===== config.mk =====
export PLATFORM = sky130hd
export DESIGN_NAME = bbox_overlay_tracker
export DESIGN_NICKNAME = d
export VERILOG_FILES = /design/src/rtl/bbox_overlay_tracker.sv
export SDC_FILE = /design/constraint.sdc
export NUM_CORES = 1
export LEC_CHECK = 0
export BUFFER_PORTS_ARGS = -buffer_cell sky130_fd_sc_hd__buf_2
export CORE_MARGIN = 2
export CORE_UTILIZATION = 30
export CTS_CLUSTER_DIAMETER = 100
export DETAILED_ROUTE_END_ITERATION = 10
export GPL_TIMING_DRIVEN = 0
export PLACE_DENSITY = 0.51
export SETUP_SLACK_MARGIN = 0.1
export SLEW_MARGIN = 30
export SYNTH_ARGS = -nofsm -noshare
export SYNTH_HDL_FRONTEND = slang
export SYNTH_SLANG_ARGS = --single-unit

===== constraint.sdc =====
create_clock -name clk -period 7.7 [get_ports clk]
set_input_delay 1.155 -clock clk [delete_from_list [all_inputs] [get_ports clk]]
set_output_delay 1.155 -clock clk [all_outputs]
set_load 0.005 [all_outputs]

===== src/rtl/bbox_overlay_tracker.sv =====
`default_nettype none
// ============================================================================
// Module   : bbox_overlay_tracker
// Purpose  : Multi-object bounding-box overlay for the camera display path.
//            Accepts per-object box results through a valid/ready handshake,
//            stages them in pending slots, and commits them to display
//            registers at frame start. Positions are smoothed exponentially.
//            A box is hidden after a run of missed frames. Coloured outline
//            rectangles are drawn over the grayscale pixel stream with a
//            2-cycle latency.
// Ports    : clk, reset (async, active-high)
//            box_valid/box_ready/box_id/box_empty/box_{min,max}_{x,y}
//                                              - result handshake
//            frame_start                       - frame commit pulse
//            draw_x/draw_y/vde_in/pix_in       - raster input
//            red_out/green_out/blue_out/vde_out - composited output
//            box_active                        - per-box displayed flags
// Revision : 1.0 - initial multi-object release
// ============================================================================
module bbox_overlay_tracker #(
   parameter int NUM_BOX        = 2,
   parameter int ID_W           = (NUM_BOX > 1) ? $clog2(NUM_BOX) : 1,
   parameter int COORD_W        = 10,
   parameter int PIX_W          = 7,
   parameter int THICK          = 1,
   parameter int SMOOTH_SH      = 2,
   parameter int TIMEOUT_FRAMES = 15,
   parameter int H_ACT          = 640,
   parameter int V_ACT          = 480
) (
   input  logic               clk,
   input  logic               reset,
   input  logic               box_valid,
   output logic               box_ready,
   input  logic [ID_W-1:0]    box_id,
   input  logic               box_empty,
   input  logic [COORD_W-1:0] box_min_x,
   input  logic [COORD_W-1:0] box_max_x,
   input  logic [COORD_W-1:0] box_min_y,
   input  logic [COORD_W-1:0] box_max_y,
   input  logic               frame_start,
   input  logic [COORD_W-1:0] draw_x,
   input  logic [COORD_W-1:0] draw_y,
   input  logic               vde_in,
   input  logic [PIX_W-1:0]   pix_in,
   output logic [PIX_W-1:0]   red_out,
   output logic [PIX_W-1:0]   green_out,
   output logic [PIX_W-1:0]   blue_out,
   output logic               vde_out,
   output logic [NUM_BOX-1:0] box_active
);

   localparam int CW1 = COORD_W + 1;
   localparam int CW2 = COORD_W + 2;
   localparam logic [7:0]            C_TIMEOUT = 8'(TIMEOUT_FRAMES);
   localparam logic signed [CW2-1:0] C_XMAX    = CW2'(H_ACT - 1);
   localparam logic signed [CW2-1:0] C_YMAX    = CW2'(V_ACT - 1);
   localparam logic [CW1-1:0]        C_THICK   = CW1'(THICK);

   // Pending (next-frame) and display (current-frame) box state
   logic [NUM_BOX-1:0] r_pend_full;
   logic [NUM_BOX-1:0] r_pend_ok;      // 0 = stored as a miss
   logic [COORD_W-1:0] r_pend_min_x [NUM_BOX];
   logic [COORD_W-1:0] r_pend_max_x [NUM_BOX];
   logic [COORD_W-1:0] r_pend_min_y [NUM_BOX];
   logic [COORD_W-1:0] r_pend_max_y [NUM_BOX];
   logic [COORD_W-1:0] r_disp_min_x [NUM_BOX];
   logic [COORD_W-1:0] r_disp_max_x [NUM_BOX];
   logic [COORD_W-1:0] r_disp_min_y [NUM_BOX];
   logic [COORD_W-1:0] r_disp_max_y [NUM_BOX];
   logic [7:0]         r_miss_cnt   [NUM_BOX];
   logic [NUM_BOX-1:0] r_active;

   // ------------------------------------------------------------------
   // Handshake. Out-of-range ids match no slot, so they always see
   // ready=1 and their transfer lands nowhere.
   // ------------------------------------------------------------------
   logic               w_sel_full;
   logic [NUM_BOX-1:0] w_accept;
   logic               w_coords_ok;
   logic               w_pend_ok_in;

   always_comb begin
      w_sel_full = 1'b0;
      for (int i = 0; i < NUM_BOX; i++) begin
         if (box_id == ID_W'(i)) begin
            w_sel_full = r_pend_full[i];
         end
      end
   end

   assign box_ready = !w_sel_full;

   always_comb begin
      w_accept = '0;
      for (int i = 0; i < NUM_BOX; i++) begin
         w_accept[i] = box_valid && box_ready && (box_id == ID_W'(i));
      end
   end

   // A malformed or off-screen box is stored as if the object were not found
   assign w_coords_ok  = (box_min_x <= box_max_x) && (box_min_y <= box_max_y) &&
                         ({1'b0, box_max_x} < CW1'(H_ACT)) &&
                         ({1'b0, box_max_y} < CW1'(V_ACT));
   assign w_pend_ok_in = !box_empty && w_coords_ok;

   // disp + floor((new - disp) / 2^SMOOTH_SH), clamped to [0, lim].
   // Two guard bits keep the intermediate sum free of overflow.
   function automatic logic [COORD_W-1:0] f_smooth(
      input logic [COORD_W-1:0]    disp,
      input logic [COORD_W-1:0]    nxt,
      input logic signed [CW2-1:0] lim
   );
      logic signed [CW2-1:0] diff;
      logic signed [CW2-1:0] sum;
      diff = $signed({2'b00, nxt}) - $signed({2'b00, disp});
      sum  = $signed({2'b00, disp}) + (diff >>> SMOOTH_SH);
      if (sum[CW2-1])
         f_smooth = '0;
      else if (sum > lim)
         f_smooth = lim[COORD_W-1:0];
      else
         f_smooth = sum[COORD_W-1:0];
   endfunction

   // ------------------------------------------------------------------
   // Pending capture and frame-start commit. The commit reads the
   // pre-existing pending slot; a transfer accepted in the same cycle is
   // held for the following frame.
   // ------------------------------------------------------------------
   always_ff @(posedge clk or posedge reset) begin
      if (reset) begin
         r_pend_full <= '0;
         r_pend_ok   <= '0;
         r_active    <= '0;
         for (int i = 0; i < NUM_BOX; i++) begin
            r_pend_min_x[i] <= '0;
            r_pend_max_x[i] <= '0;
            r_pend_min_y[i] <= '0;
            r_pend_max_y[i] <= '0;
            r_disp_min_x[i] <= '0;
            r_disp_max_x[i] <= '0;
            r_disp_min_y[i] <= '0;
            r_disp_max_y[i] <= '0;
            r_miss_cnt[i]   <= '0;
         end
      end else begin
         for (int i = 0; i < NUM_BOX; i++) begin
            if (w_accept[i]) begin
               r_pend_full[i]  <= 1'b1;
               r_pend_ok[i]    <= w_pend_ok_in;
               r_pend_min_x[i] <= box_min_x;
               r_pend_max_x[i] <= box_max_x;
               r_pend_min_y[i] <= box_min_y;
               r_pend_max_y[i] <= box_max_y;
            end else if (frame_start) begin
               r_pend_full[i]  <= 1'b0;
            end

            if (frame_start) begin
               if (r_pend_full[i] && r_pend_ok[i]) begin
                  if (r_active[i]) begin
                     r_disp_min_x[i] <= f_smooth(r_disp_min_x[i], r_pend_min_x[i], C_XMAX);
                     r_disp_max_x[i] <= f_smooth(r_disp_max_x[i], r_pend_max_x[i], C_XMAX);
                     r_disp_min_y[i] <= f_smooth(r_disp_min_y[i], r_pend_min_y[i], C_YMAX);
                     r_disp_max_y[i] <= f_smooth(r_disp_max_y[i], r_pend_max_y[i], C_YMAX);
                  end else begin
                     r_disp_min_x[i] <= r_pend_min_x[i];
                     r_disp_max_x[i] <= r_pend_max_x[i];
                     r_disp_min_y[i] <= r_pend_min_y[i];
                     r_disp_max_y[i] <= r_pend_max_y[i];
                  end
                  r_miss_cnt[i] <= '0;
                  r_active[i]   <= 1'b1;
               end else begin
                  if (r_miss_cnt[i] != C_TIMEOUT)
                     r_miss_cnt[i] <= r_miss_cnt[i] + 8'd1;
                  // Hide once the saturated count reaches the timeout
                  if (({1'b0, r_miss_cnt[i]} + 9'd1) >= {1'b0, C_TIMEOUT})
                     r_active[i] <= 1'b0;
               end
            end
         end
      end
   end

   assign box_active = r_active;

   // ------------------------------------------------------------------
   // Overlay stage 1: per-box outline hit test in COORD_W+1 bits so the
   // +THICK terms never wrap.
   // ------------------------------------------------------------------
   logic [NUM_BOX-1:0] w_hit;
   logic [CW1-1:0]     w_x;
   logic [CW1-1:0]     w_y;

   assign w_x = {1'b0, draw_x};
   assign w_y = {1'b0, draw_y};

   for (genvar gi = 0; gi < NUM_BOX; gi++) begin : g_box
      logic [CW1-1:0] w_mnx, w_mxx, w_mny, w_mxy;
      assign w_mnx = {1'b0, r_disp_min_x[gi]};
      assign w_mxx = {1'b0, r_disp_max_x[gi]};
      assign w_mny = {1'b0, r_disp_min_y[gi]};
      assign w_mxy = {1'b0, r_disp_max_y[gi]};
      assign w_hit[gi] = r_active[gi] &&
                         (w_x >= w_mnx) && (w_x <= w_mxx) &&
                         (w_y >= w_mny) && (w_y <= w_mxy) &&
                         ((w_y < w_mny + C_THICK) || (w_y + C_THICK > w_mxy) ||
                          (w_x < w_mnx + C_THICK) || (w_x + C_THICK > w_mxx));
   end

   logic [NUM_BOX-1:0] r_s1_hit;
   logic               r_s1_vde;
   logic [PIX_W-1:0]   r_s1_pix;

   always_ff @(posedge clk or posedge reset) begin
      if (reset) begin
         r_s1_hit <= '0;
         r_s1_vde <= 1'b0;
         r_s1_pix <= '0;
      end else begin
         r_s1_hit <= w_hit;
         r_s1_vde <= vde_in;
         r_s1_pix <= pix_in;
      end
   end

   // ------------------------------------------------------------------
   // Overlay stage 2: lowest-index hit wins; scanning downward lets the
   // lowest index overwrite any higher one.
   // ------------------------------------------------------------------
   logic [PIX_W-1:0] w_r, w_g, w_b;

   always_comb begin
      w_r = r_s1_pix;
      w_g = r_s1_pix;
      w_b = r_s1_pix;
      for (int i = NUM_BOX - 1; i >= 0; i--) begin
         if (r_s1_hit[i]) begin
            w_r = ((i % 3) == 0) ? '1 : '0;
            w_g = ((i % 3) == 1) ? '1 : '0;
            w_b = ((i % 3) == 2) ? '1 : '0;
         end
      end
      if (!r_s1_vde) begin
         w_r = '0;
         w_g = '0;
         w_b = '0;
      end
   end

   logic [PIX_W-1:0] r_red, r_green, r_blue;
   logic             r_vde;

   always_ff @(posedge clk or posedge reset) begin
      if (reset) begin
         r_red   <= '0;
         r_green <= '0;
         r_blue  <= '0;
         r_vde   <= 1'b0;
      end else begin
         r_red   <= w_r;
         r_green <= w_g;
         r_blue  <= w_b;
         r_vde   <= r_s1_vde;
      end
   end

   assign red_out   = r_red;
   assign green_out = r_green;
   assign blue_out  = r_blue;
   assign vde_out   = r_vde;

endmodule
`default_nettype wire


* Word level (Yosys, flattened, before mapping)
Index checks and enable logic that the tools add are counted.
W data, S select, Z words.
** Storage, ports and cells
- Register bits :: 214
- Input bits :: 74
- Output and inout bits :: 25
- Word-level logic and storage cells :: 173
** Cells by class
- Add/subtract/negate cells :: 26
- Magnitude comparators :: 30
- Equal/unequal tests :: 2
- Mux-type cells :: 44
- Bitwise logic cells :: 1
- Reductions and logical operators :: 39
** Operator list (count)
- $mux W10 :: 24
- $add A11 B9 Y12 :: 8
- $sub A10 B10 Y11 :: 8
- $add A10 B1 Y11 const B :: 6
- $le A10 B10 Y1 :: 6
- $mux W7 :: 8
- $gt A12 B10 Y1 const B :: 4
- $gt A12 B11 Y1 const B :: 4
- $gt A11 B10 Y1 :: 4
- $lt A10 B11 Y1 :: 4
- $ge A10 B10 Y1 :: 4
- $mux W8 :: 4
- $logic_and A1 B1 Y1 :: 19
- $add A8 B1 Y9 const B :: 2
- $ge A9 B4 Y1 const B :: 2
- $add A8 B1 Y8 const B :: 2
- $ne A8 B4 Y1 const B :: 2
- $reduce_and A2 Y1 :: 6
- $reduce_bool A2 Y1 :: 6
- $lt A10 B10 Y1 const B :: 1
- $lt A10 B9 Y1 const B :: 1
- $mux W1 :: 8
- $logic_or A1 B1 Y1 :: 6
- $logic_not A1 Y1 :: 2
- $not A1 Y1 :: 1

* Longest topological paths before layout
- Depth in word-level cells :: 6
- Mapped depth :: 20
- Gate-level depth less buffers :: 20

* Least setup slack after synthesis
No wires, ideal clock.
- Path type :: reg-to-reg
- From :: register r_disp_max_y, in the netlist g_box[1].w_mxy[2]
- To :: register r_disp_max_y, in the netlist g_box[1].w_mxy[0]
- Library setup time :: 0.065 ns
- Arrival :: 4.208 ns
- Setup slack :: 3.427 ns
- Cell stages (with the launch flop) :: 18
- Path buffers :: 0
- Period minus slack after synthesis :: 4.273 ns
- Cells stage by stage :: dfrtp_1 -> inv_1 -> ha_1 -> a21o_1 -> a31o_1 -> a41oi_2 -> or2b_1 -> a211oi_1 -> nor2_1 -> ha_1 -> or3_1 -> o21bai_1 -> a31oi_1 -> xor2_1 -> o41ai_1 -> nand3b_1 -> a31oi_1 -> a211o_1
** On the way
- Word-level cells in the longest chain between the ends :: 6
** RTL lines
- start: declaration :: RTL line 70 : logic [COORD_W-1:0] r_disp_max_y [NUM_BOX];
- start signal: indexed assignment :: RTL line 166 : r_disp_max_y[i] <= f_smooth(r_disp_max_y[i], r_pend_max_y[i], C_YMAX);
- start signal: indexed assignment :: RTL line 171 : r_disp_max_y[i] <= r_pend_max_y[i];
- $sub A10 B10 Y11 :: RTL line 116 : diff = $signed({2'b00, nxt}) - $signed({2'b00, disp});
- $add A11 B9 Y12 (*) :: RTL line 117 : sum = $signed({2'b00, disp}) + (diff >>> SMOOTH_SH);
- $gt A12 B10 Y1 :: RTL line 120 : else if (sum > lim)
- $mux W10 :: RTL line 120
- $mux W10 (*) :: RTL line 118 : if (sum[CW2-1])
- $mux W10 (*) :: RTL line 162 : if (r_active[i]) begin
Every way passes the cells marked *; elsewhere a longest branch is shown, timed or not.
A chain may end at the register's enable or synchronous reset.

* Worst setup path after layout
- From :: register r_disp_max_y, in the netlist g_box[1].w_mxy[2]
- To :: register r_disp_max_y, in the netlist g_box[1].w_mxy[1]
The elaborated chain is that of the path after synthesis.

==> results.sh <==
export IMPL_cts_tree="done"
export IMPL_h_tree_depth=1
export IMPL_syn_inst=2358
export IMPL_slew_headroom_pct=43.0
export IMPL_synthArstFlopShare_pct=100
export IMPL_place_area_sq_um=21800
export IMPL_cp_cell_sequence="inv_1, ha_1, a21o_1, a31o_1, a41oi_2, or2b_1, a211oi_1, nor2_1, ha_1, or3_1, o21bai_1, a31oi_1, xor2_1, o41ai_1, nand3b_1, a31oi_1, a211o_1"
export IMPL_sequentialPowerShare_pct=16.4
export IMPL_status="complete, no violations"
export IMPL_netlist_cell_type_count=85
export IMPL_finalSetupViolCount=0
export IMPL_path_depth=17
export IMPL_rsz0062_at_grt="no"
export IMPL_path_max_fanout=9
export IMPL_gp_congestion=0.854
export IMPL_hp_class="reg -> reg"
export IMPL_clk_pin_slew_ns=0.06
export IMPL_clock_latency_ns=0.58
export IMPL_cp_data_arrival_time_ns=5.60
export IMPL_reg2reg_slack_ns=2.62
export IMPL_setup_tns_ns=0
export IMPL_comb_power_share_pct=70.5
export IMPL_p_sw_share_pct=49.0
export IMPL_critPathMaxStageDelay_ns=0.75
export IMPL_worst_r2r_cell_count=17
export IMPL_antenna_cells=0
export IMPL_drive_gt1_share_pct=8.17
export IMPL_crit_family="compound AO/OA/AOI/OAI gates"
export IMPL_cellPowerDensity_nw_per_um2=469
export IMPL_first_global_vias=17712
export IMPL_postCtsSetupRepairBufs=0
export IMPL_power_mw=10.7
export IMPL_timing_rr_end="g_box[1].w_mxy[1]$_DFFE_PP0P_"
export IMPL_power_internal_mw=5.44
export IMPL_syn_area_per_cell_sq_um=8.55
export IMPL_required_ns=8.21
export IMPL_synth_edff_count=0
export IMPL_grt_pass1_wl_um=98900
export IMPL_die_y_um=263
export IMPL_switchingPower_mw=5.24
export IMPL_antenna_found_initial=3
export IMPL_drv_cap=0
export IMPL_synth_ff_latch_count=214
export IMPL_dp_cells=3331
export IMPL_finalHoldViolCount=0
export IMPL_final_antenna_net_count=0
export IMPL_synth_cell_area_sq_um=20200
export IMPL_worst_slew_pin_slew_ns=0.850
export IMPL_fmax_mhz=197
export IMPL_drc=0
export IMPL_ios=99
export IMPL_min_period_ns=5.08
export IMPL_ir_drop_mv=0.211
export IMPL_skew_ns=0.0148
export IMPL_core_area_sq_um=66800
export IMPL_cts_resized=0
export IMPL_finalNonFillerCells=3383
export IMPL_cts_path_max_buffers=3
export IMPL_totalWireLength_um=62700
export IMPL_pwr_share_clk_pct=13.1
export IMPL_worst_hold_slack_ns=0.364
export IMPL_num_rows=95
export IMPL_maxSlewViolCount=0
export IMPL_cts_root_buf="clkbuf_16"
export IMPL_gr_usage_all_layers_pct=17.8
export IMPL_viasPerCell=5.32
export IMPL_yosys_warnings=0
export IMPL_setup_slack_ns=2.62
export IMPL_start_util_pct=30.2
export IMPL_grt_overflow_total=0
export IMPL_critPathKind="reg -> reg"
export IMPL_drt_wirelength_per_cell_um=18.5
export IMPL_power_leakage_nw=10.7
export IMPL_numCtsBuffers=29
export IMPL_place_ws_ns=2.70
export IMPL_cp_end_kind="flip-flop"
export IMPL_ys_seq_area_share_pct=26.6
export IMPL_dp_hpwl_um=49600
export IMPL_yosys_area_top_type="dfrtp_1"
export IMPL_die_area_sq_um=69300
export IMPL_cp_slowest_cell="o41ai_1"
export IMPL_final_util_pct=34.1
export IMPL_reg2reg_from="g_box[1].w_mxy[2]$_DFFE_PP0P_"
export IMPL_fin_nets=2921
export IMPL_fp_dieW_um=263
export IMPL_crit_end="g_box[1].w_mxy[1]$_DFFE_PP0P_"
export IMPL_yosys_top_cells_area="dfrtp_1 27%, ha_1 22%, xnor2_1 5.5%"
export IMPL_syn_nets=2790
export IMPL_synth_top_area_share_pct=26.6
export IMPL_path_buf_inv=1
export IMPL_grt_max_degree=82
export IMPL_period_share_pct=66.0
export IMPL_drt_iter0_drc=1159
export IMPL_crit_start="g_box[1].w_mxy[2]$_DFFE_PP0P_"
export IMPL_vias=17982
export IMPL_area_growth_pct=12.9
export IMPL_cts_sinks=214
export IMPL_cts_hold_buf=0
export IMPL_final_area_sq_um=22800
export IMPL_first_pass_iters=7
export IMPL_portBuffers=98
export IMPL_ys_flop_type="dfrtp_1"
export IMPL_cp_start_kind="flip-flop"
power groups by stage:
stage / Clock, mW / Sequential [mW] / Combinational, mW
2_1_floorplan: 0 / 1.64 / 5.96
3_3_place_gp: 0 / 1.77 / 7.27
3_5_place_dp: 0 / 1.78 / 7.46
4_1_cts: 1.44 / 1.76 / 7.52
5_1_grt: 1.48 / 1.80 / 8.55
6_report: 1.40 / 1.75 / 7.52
cells in the mapped netlist, types with 4 or more instances:
cell,n
nand2b_1,40
fa_1,8
a31oi_1,37
or3_1,7
inv_1,159
nor2b_1,43
mux2_2,20
o41ai_1,5
or2_2,4
o31ai_1,17
a31o_2,6
nand3_1,82
dfrtp_1,214
a21o_1,64
o21ai_1,26
a221o_1,9
o221ai_1,7
a211oi_1,21
o211ai_1,8
o21a_1,56
o21ai_0,181
a31o_1,5
a21boi_0,5
a211o_1,10
nand4_1,25
o2111ai_1,4
nand2_1,171
a21oi_1,157
and2_1,19
o22ai_1,11
a2111oi_0,5
and3_1,41
xnor2_1,126
o21bai_1,10
nand3b_1,4
ha_1,350
xor2_1,36
nor4_1,7
nor2_1,193
nor3b_1,5
nor3_1,44
clkbuf_1,50
a22oi_1,5
worst min-delay path by stage:
stage | start | endpoint | slack [ns] | depth (start not counted)
detailed placement | r_s1_vde$_DFF_PP0_ | vde_out$_DFF_PP0_ | 0.37 | 0
floorplan | r_s1_vde$_DFF_PP0_ | vde_out$_DFF_PP0_ | 0.35 | 0
finish | r_s1_vde$_DFF_PP0_ | vde_out$_DFF_PP0_ | 0.36 | 0
global route | r_s1_vde$_DFF_PP0_ | vde_out$_DFF_PP0_ | 0.38 | 0
global placement | r_s1_vde$_DFF_PP0_ | vde_out$_DFF_PP0_ | 0.36 | 0
CTS | r_s1_vde$_DFF_PP0_ | vde_out$_DFF_PP0_ | 0.37 | 0
area by class of cell:
cell class,count,area [sq um]
fill,6972,44000
multi-input combinational,1930,14000
sequential,214,5360
tap,873,1090
clock buffer,31,733
inverter,160,608
timing repair buffer,100,546
clock inverter,21,225
buffer,54,205
layer usage:
| metal | GRT usage, % | wire length, um |
|---|---|---|
| met1 | 25.2 | 30100 |
| met2 | 29.0 | 28300 |
| met3 | 2.58 | 3200 |
| met4 | 3.40 | 1140 |
| met5 | 0 | 39 |
state kept, by name (all words and copies together) (netlist names), 7 cells and up:
| name | count |
|---|---|
| g_box.w_mnx | 20 |
| g_box.w_mny | 20 |
| g_box.w_mxx | 20 |
| g_box.w_mxy | 20 |
| r_pend_max_x | 20 |
| r_pend_max_y | 20 |
| r_pend_min_x | 20 |
| r_pend_min_y | 20 |
| r_miss_cnt | 16 |
| blue_out | 7 |
| green_out | 7 |
| r_s1_pix | 7 |
| red_out | 7 |
layout by cell type, fill, tap and decap left out, types with 52 or more instances in the layout:
cell	instances
a21o_1	64
a21oi_1	157
buf_2	100
clkbuf_1	52
dfrtp_1	214
ha_1	350
inv_1	158
nand2_1	171
nand3_1	82
nor2_1	193
o21a_1	56
o21ai_0	180
xnor2_1	126
cells by family after synthesis:
logic type | share of synthesized area [%]
AO/OA/AOI/OAI | 22.0
XOR/XNOR | 7.04
buffers and inverters | 4.00
flip-flops | 26.6
AND/OR/NAND/NOR | 16.7
multiplexers | 1.22
adder cells (fa/ha/maj) | 22.5
(Power assumes the default switching activity.)
